<file path="src/rtl/rr_arbiter_pkg.sv">
// Shared types for the round-robin arbiter slice.
// Only the FSM state encoding lives here; vector/index types stay local to the top.
package rr_arbiter_pkg;

    typedef enum logic {
        IDLE = 1'b0,
        HOLD = 1'b1
    } arb_state_e;

endpackage

</file>
<file path="src/rtl/rr_arbiter_enc.sv">
// One-hot to binary encoder; an all-zero input encodes to index 0.
module rr_arbiter_enc #(
    parameter int NUM_WIRE = 16
) (
    input  logic [NUM_WIRE-1:0]         onehot_i,
    output logic [$clog2(NUM_WIRE)-1:0] idx_o
);

    localparam int IDX_W = $clog2(NUM_WIRE);

    // OR of every set position; exact as long as the input is one-hot.
    always_comb begin
        idx_o = '0;
        for (int i = 0; i < NUM_WIRE; i++) begin
            if (onehot_i[i]) begin
                idx_o = idx_o | IDX_W'(i);
            end
        end
    end

endmodule

</file>
<file path="src/rtl/rr_arbiter.sv">
// Round-robin arbiter with a registered, non-retracting grant held until the
// consumer accepts it; a new grant may be presented on every accepting edge.
module rr_arbiter
    import rr_arbiter_pkg::*;
#(
    parameter int NUM_REQ = 16
) (
    input  logic                       clk_i,
    input  logic                       rst_ni,
    input  logic [NUM_REQ-1:0]         req_i,
    input  logic                       gnt_ready_i,
    output logic [NUM_REQ-1:0]         gnt_o,
    output logic [$clog2(NUM_REQ)-1:0] gnt_idx_o,
    output logic                       gnt_valid_o
);

    localparam int IDX_W = $clog2(NUM_REQ);

    typedef logic [NUM_REQ-1:0] reqVec_t;
    typedef logic [IDX_W-1:0]   reqIdx_t;

    arb_state_e state_q, state_d;
    reqVec_t    gnt_q, gnt_d;
    reqIdx_t    gntIdx_q, gntIdx_d;
    reqIdx_t    ptr_q, ptr_d;

    logic       handshake;
    logic       loadEdge;
    logic       anyReq;
    reqIdx_t    base;
    reqVec_t    nextGnt;
    reqIdx_t    nextIdx;

    assign handshake = (state_q == HOLD) && gnt_ready_i;
    assign loadEdge  = (state_q == IDLE) || handshake;
    assign anyReq    = |req_i;

    // NUM_REQ is a power of two, so plain truncation gives the modulo wrap.
    assign base = (handshake ? gntIdx_q : ptr_q) + reqIdx_t'(1);

    // First requester at or above base, wrapping past the top index.
    always_comb begin
        logic    found;
        reqIdx_t scanIdx;
        nextGnt = '0;
        found   = 1'b0;
        scanIdx = '0;
        for (int i = 0; i < NUM_REQ; i++) begin
            scanIdx = base + reqIdx_t'(i);
            if (!found && req_i[scanIdx]) begin
                nextGnt[scanIdx] = 1'b1;
                found            = 1'b1;
            end
        end
    end

    rr_arbiter_enc #(
        .NUM_WIRE (NUM_REQ)
    ) u_enc (
        .onehot_i (nextGnt),
        .idx_o    (nextIdx)
    );

    always_comb begin
        state_d  = state_q;
        gnt_d    = gnt_q;
        gntIdx_d = gntIdx_q;
        ptr_d    = ptr_q;
        if (handshake) begin
            ptr_d = gntIdx_q;
        end
        if (loadEdge) begin
            gnt_d    = nextGnt;
            gntIdx_d = nextIdx;
            state_d  = anyReq ? HOLD : IDLE;
        end
    end

    // Pointer resets to the top index so requester 0 wins the first scan.
    always_ff @(posedge clk_i) begin
        if (!rst_ni) begin
            state_q  <= IDLE;
            gnt_q    <= '0;
            gntIdx_q <= '0;
            ptr_q    <= reqIdx_t'(NUM_REQ - 1);
        end else begin
            state_q  <= state_d;
            gnt_q    <= gnt_d;
            gntIdx_q <= gntIdx_d;
            ptr_q    <= ptr_d;
        end
    end

    assign gnt_o       = gnt_q;
    assign gnt_idx_o   = gntIdx_q;
    assign gnt_valid_o = (state_q == HOLD);

endmodule

</file>
<file path="config.mk">
export PLATFORM = sky130hd
export DESIGN_NAME = rr_arbiter
export DESIGN_NICKNAME = d
export VERILOG_FILES = /design/src/rtl/rr_arbiter_pkg.sv /design/src/rtl/rr_arbiter_enc.sv /design/src/rtl/rr_arbiter.sv
export SDC_FILE = /design/constraint.sdc
export NUM_CORES = 1
export LEC_CHECK = 0
export BUFFER_PORTS_ARGS = -buffer_cell sky130_fd_sc_hd__buf_4
export CAP_MARGIN = 20
export CORE_MARGIN = 4
export CORE_UTILIZATION = 35
export CTS_CLUSTER_SIZE = 40
export DETAILED_ROUTE_END_ITERATION = 8
export HOLD_SLACK_MARGIN = 0.08
export PLACE_DENSITY = 0.49
export SYNTH_ARGS = -nofsm -noshare
export SYNTH_HDL_FRONTEND = slang
export SYNTH_SLANG_ARGS = --single-unit
export TNS_END_PERCENT = 5
</file>
<file path="constraint.sdc">
create_clock -name clk_i -period 22 [get_ports clk_i]
set_clock_uncertainty 0.05 [all_clocks]
set_input_delay 6.6 -clock clk_i [delete_from_list [all_inputs] [get_ports clk_i]]
set_output_delay 6.6 -clock clk_i [all_outputs]
set_load 0.005 [all_outputs]
</file>
* After elaboration in Yosys (flattened, before gate mapping)
Index checks and enable logic that the tools add are counted. Widths: inputs -> output; s select.
Word-level totals: latch bits 0, flip-flop bits (word level) 25, bits of input ports 19, memories kept 0, word-level logic and storage cells 229, output and inout bits 21, bits in writable memories 0, memory bits (read-only) 0
Cells by class: reductions and logical operators 49, add/subtract/negate cells 16, equality and inequality tests 0, shifts and indexed selects 0, multiplexer cells 112, multipliers 0, bitwise operators 16, $lt $le $gt $ge 32, divide/modulo/power cells 0
Operators by type and width (count):
- $mux 16 | 16
- $or 16x16->16 | 15
- $lt 4x5->1 const B | 16
- $bmux 1 s4 | 16
- $demux 1 s4 | 16
- $ge 4x1->1 const B | 16
- $mux 1 | 49
- $mux 4 | 9
- $add 4x4->4 const B | 8
- $logic_and 1x1->1 | 32
- $add 4x3->4 const B | 4
- $reduce_or 16->1 | 1
- $logic_not 1->1 | 15
- $mux 3 | 4
- $add 4x1->4 const B | 2
- $add 4x2->4 const B | 2
- $mux 2 | 2
- $logic_or 1x1->1 | 1
- $not 1->1 | 1

* Logic depth before layout (Yosys ltp)
word-level depth 66, gate-level depth with buffers 26, gate-level depth less buffers 18

* Hierarchy
From an unflattened synthesis, not the netlist that was laid out.
Unflattened totals: cells, all modules 729, area, all modules 5182.5 µm²
By module, submodules not included:
- rr_arbiter | area an instance 5117.4 µm², cells each 718, times used 1
- rr_arbiter_enc | area an instance 65.1 µm², cells each 11, times used 1

* Least setup slack after synthesis
Ideal clock, no wire load.
path type in2reg, start point in gnt_ready_i, end point reg gntIdx_q[1], in the netlist gnt_idx_o[1], buffers on the path 8, path slack 9888 ps, stages 24, required time 21880 ps, data arrival time 11993 ps, cell sequence buf_6 -> buf_4 -> nand2_1 -> mux2_2 -> clkbuf_1 -> ha_1 -> clkbuf_1 -> xnor2_1 -> clkbuf_1 -> clkbuf_1 -> ha_1 -> clkbuf_1 -> mux4_2 -> nand2_1 -> nand2_1 -> mux2_2 -> nor4_4 -> nand3_1 -> or4b_1 -> buf_2 -> o311a_1 -> a21boi_1 -> and4_4 -> a21oi_1
On the way: longest elaborated chain between the ends 65
Ends and longest elaborated chain:
- start, declared | RTL line rr_arbiter.sv:11 | input logic gnt_ready_i,
- $logic_and 1x1->1 (*) | RTL line rr_arbiter.sv:34 | assign handshake = (state_q == HOLD) && gnt_ready_i;
- parallel branches: the longest is 64 deep, another holds $lt 4x5->1
- end signal, assigned | RTL line rr_arbiter.sv:89 | gntIdx_q <= gntIdx_d;
- end, declared | RTL line rr_arbiter.sv:24 | reqIdx_t gntIdx_q, gntIdx_d;
Every way passes the cells marked *. The select of a mux whose other input is x is not followed. A chain may end at the register's enable or synchronous reset.

* Worst setup path in the final report
start point in gnt_ready_i, end point reg gntIdx_q[3], in the netlist gnt_idx_o[3]
On the way: longest elaborated chain between the ends 59
Ends and longest elaborated chain (RTL line):
- $logic_and 1x1->1 (*) | rr_arbiter.sv:34
- parallel branches: the longest is 58 deep, another holds $lt 4x5->1
Marks and branches as above.

==> results.py <==
metrics = {
    "yosys": {
        "syn_nets": 764,
        "synth_async_sr_flop_share": 0,
        "yosysWarnings": 0,
        "synth_cells": 737,
        "syn_area_um2": 5190,
        "synth_flop_cell": "dfxtp_1",
        "synth_edf_count": 0,
        "yosysSeqAreaShare": 0.0965,
        "synth-seq-cells": 25,
        "yosysUniqueCellTypes": 89,
        "syn_area_per_cell_um2": 7.04,
    },
    "setup_path": {
        "worst_ep_arrival_time_ns": 13.21,
        "critPathKind": "input pin to flip-flop",
        "critPathLaunchType": "input pin",
        "critPathLaunch": "gnt_ready_i",
        "cp-end-kind": "flip-flop",
        "r2r_setup_slack_ns": 14.68,
        "r2r-start": "gnt_valid_o",
        "required_ns": 22.14,
        "critPathMaxFanout": 24,
        "ff2ff_path_depth": 16,
        "crit_end": "gnt_idx_o[3]",
        "r2r-end": "gnt_idx_o[3]",
    },
    "sta": {
        "tightest_slew_ns": 0.979,
        "drv_slew": 0,
        "fin_setup_tns_ns": 0,
        "min_period_ns": 13.07,
        "slew_headroom": 0.330,
        "rsz0062_at_grt": "no",
        "holdWs_ns": 0.447,
        "min_period_over_period": 0.594,
        "hold_violations": 0,
        "fmaxAchievable_mhz": 76.5,
        "setup_violations": 0,
    },
    "die": {
        "dieWidth_um": 130,
        "ioPinCount": 40,
        "die_y_um": 130,
        "start_util": 0.357,
        "dieArea_um2": 16800,
        "core_um2": 14500,
        "rows": 44,
    },
    "detailed_routing": {
        "viasPerCell": 7.52,
        "wl_per_cell_um": 30.1,
        "ant_nets": 0,
        "drt-initial-drc-count": 1592,
        "vias": 6962,
        "drtPass1Iterations": 7,
        "wirelength_mm": 27.9,
        "drc": 0,
    },
    "power_and_ir_drop": {
        "power.switching_w": 0.000484,
        "peakVddDrop_mv": 0.0650,
        "clkPwrFrac": 0.054,
        "power_density_nw_per_um2": 135,
        "p_int_w": 0.000284,
        "combPwrFrac": 0.860,
        "pwr-share-seq": 0.085,
        "switching_share": 0.630,
        "power.leakage_nw": 2.16,
    },
    "clock_network": {
        "cts_resized": 0,
        "path_clk_slew_ns": 0.06,
        "cts_buffers": 3,
        "cts-htree-levels": 1,
        "numClockSinks": 25,
        "clock_latency_ns": 0.26,
        "cts_setup_buffers": 0,
        "cts_tree": "yes",
        "hold_buffers": 0,
        "clockBufferDepth": 2,
        "cts_root_buf": "clkbuf_16",
    },
    "placed_design": {
        "dp_hpwl_mm": 20.5,
        "io_buffers": 39,
        "gp_congestion": 1.08,
    },
    "final_layout": {
        "diodes": 0,
        "area_growth_syn_to_layout_pct": 9.55,
        "layout.nets": 770,
        "fin_util": 0.391,
        "drive_above_1_share": 0.148,
    },
    "global_routing": {
        "grt_pass1_wl_mm": 41.6,
        "grt-ovfl-total": 0,
        "grt_max_degree": 37,
        "grt_usage": 0.324,
        "antenna_found_initial": 0,
        "grt_pass1_vias": 6516,
    },
    "hold_path": {
        "hold_path_class": "flip-flop to flip-flop",
    },
    "run": {
        "maxCapViolations": 0,
    },
    "status": {
        "status": "completed",
    },
}
[sequential cells by signal, summed over array words and instances, names as in the netlist]
name and flops:
gnt_valid_o 1, gnt_o 16, gnt_idx_o 4, ptr_q 4
[worst max-delay path, stage by stage]
cell      delay, ns
buf_4          0.17
nand2_1        0.18
mux2_2         0.50
ha_1           0.67
inv_1          0.27
ha_1           0.61
mux4_2         0.55
nand2_1        0.08
nand2_1        0.17
mux2_2         0.38
a211oi_2       0.64
nand4_4        0.58
or4b_1         0.86
o311a_1        0.42
a21boi_1       0.15
and4_4         0.22
a21oi_1        0.13
[cell families (layout without fill, tap and decap cells)]
logic type / Yosys count / in the layout / synth area share
fa+ha+maj: 8 / 8 / 0.0193
xor+xnor: 18 / 18 / 0.0490
flops: 25 / 25 / 0.0965
buf+inv: 66 / 71 / 0.0581
compound gates: 234 / 234 / 0.329
mux: 32 / 32 / 0.0982
simple gates: 354 / 354 / 0.350
[through the flow]
step                setup WS [ns]  total power [W]  instances  cell area (µm²)
CTS                          9.09         0.000731        925             5670
global route                 8.66         0.000794        926             5680
detailed placement           8.85         0.000686        921             5590
global placement             8.84         0.000703        921             5590
finish                       8.93         0.000768        926             5680
floorplan                    9.89         0.000483        737             5190
[routing by layer]
layer | vias to the layer above | share of wire | global-route usage
li1 | 2895 | - | -
met1 | 3256 | 0.38 | 0.437
met3 | 151 | 0.14 | 0.0806
met4 | 0 | 0.061 | 0.155
met2 | 660 | 0.42 | 0.487
met5 | - | 0 | 0
[worst min-delay path by stage]
stage | startpoint | end | slack, ns | depth (start not counted)
5_1_grt | gnt_o[5] | gnt_o[5] | 0.48 | 2
4_1_cts | gnt_o[12] | gnt_o[12] | 0.45 | 2
6_report | gnt_o[12] | gnt_o[12] | 0.45 | 2
3_5_place_dp | gnt_o[12] | gnt_o[12] | 0.44 | 2
3_3_place_gp | gnt_o[11] | gnt_o[11] | 0.44 | 1
2_1_floorplan | gnt_o[5] | gnt_o[5] | 0.44 | 2
[synth_stat cells (9+ instances only)]
master     n  share of area
a211oi_1  16          0.023
a21oi_1   31          0.030
a22oi_1   11          0.016
a31oi_1   11          0.013
and2_1    10          0.012
and3_1    17          0.021
clkbuf_1  38          0.028
dfxtp_1   25          0.097
mux4_2    13          0.056
nand2_1   84          0.061
nand3_1   61          0.059
nand4_1   20          0.024
nor2_1    74          0.054
nor3_1    36          0.035
nor4_1    17          0.021
o211a_1   11          0.021
o211ai_1  12          0.017
o21ai_0   44          0.042
o22ai_1    9          0.011
[cell usage in the layout (no fill, tap or decap), types with 5 or more instances in the layout]
cell and count:
a2111oi_0 6, a211o_1 5, a211oi_1 16, a21oi_1 31
a221o_1 5, a22oi_1 11, a31oi_1 11, and2_1 10
and3_1 17, buf_4 56, dfxtp_1 25, ha_1 8
inv_1 8, mux2_2 6, mux2i_1 8, mux4_2 13
nand2_1 84, nand3_1 61, nand4_1 20, nor2_1 74
nor3_1 36, nor4_1 17, o211a_1 11, o211ai_1 12
o21ai_0 44, o221ai_1 7, o22ai_1 9, o31ai_1 7
xnor2_1 6, xnor3_1 7
[power groups by stage]
stage	Sequential, W	Combinational, W	Clock [W]
after detailed placement	0.0000666	0.000620	0
after CTS	0.0000657	0.000623	0.0000431
after floorplan	0.0000627	0.000420	0
final	0.0000653	0.000660	0.0000418
after global placement	0.0000664	0.000637	0
after global routing	0.0000673	0.000682	0.0000454
[layout make-up]
| type | instances | area (µm²) |
|---|---|---|
| Fill cell | 1598 | 8850 |
| Multi-Input combinational cell | 646 | 4400 |
| Sequential cell | 25 | 500 |
| Timing Repair Buffer | 57 | 432 |
| Tap cell | 184 | 230 |
| Clock buffer | 3 | 75.1 |
| Inverter | 10 | 40.0 |
| Clock inverter | 1 | 7.51 |
Note: power is estimated with default switching activity, not from simulation.
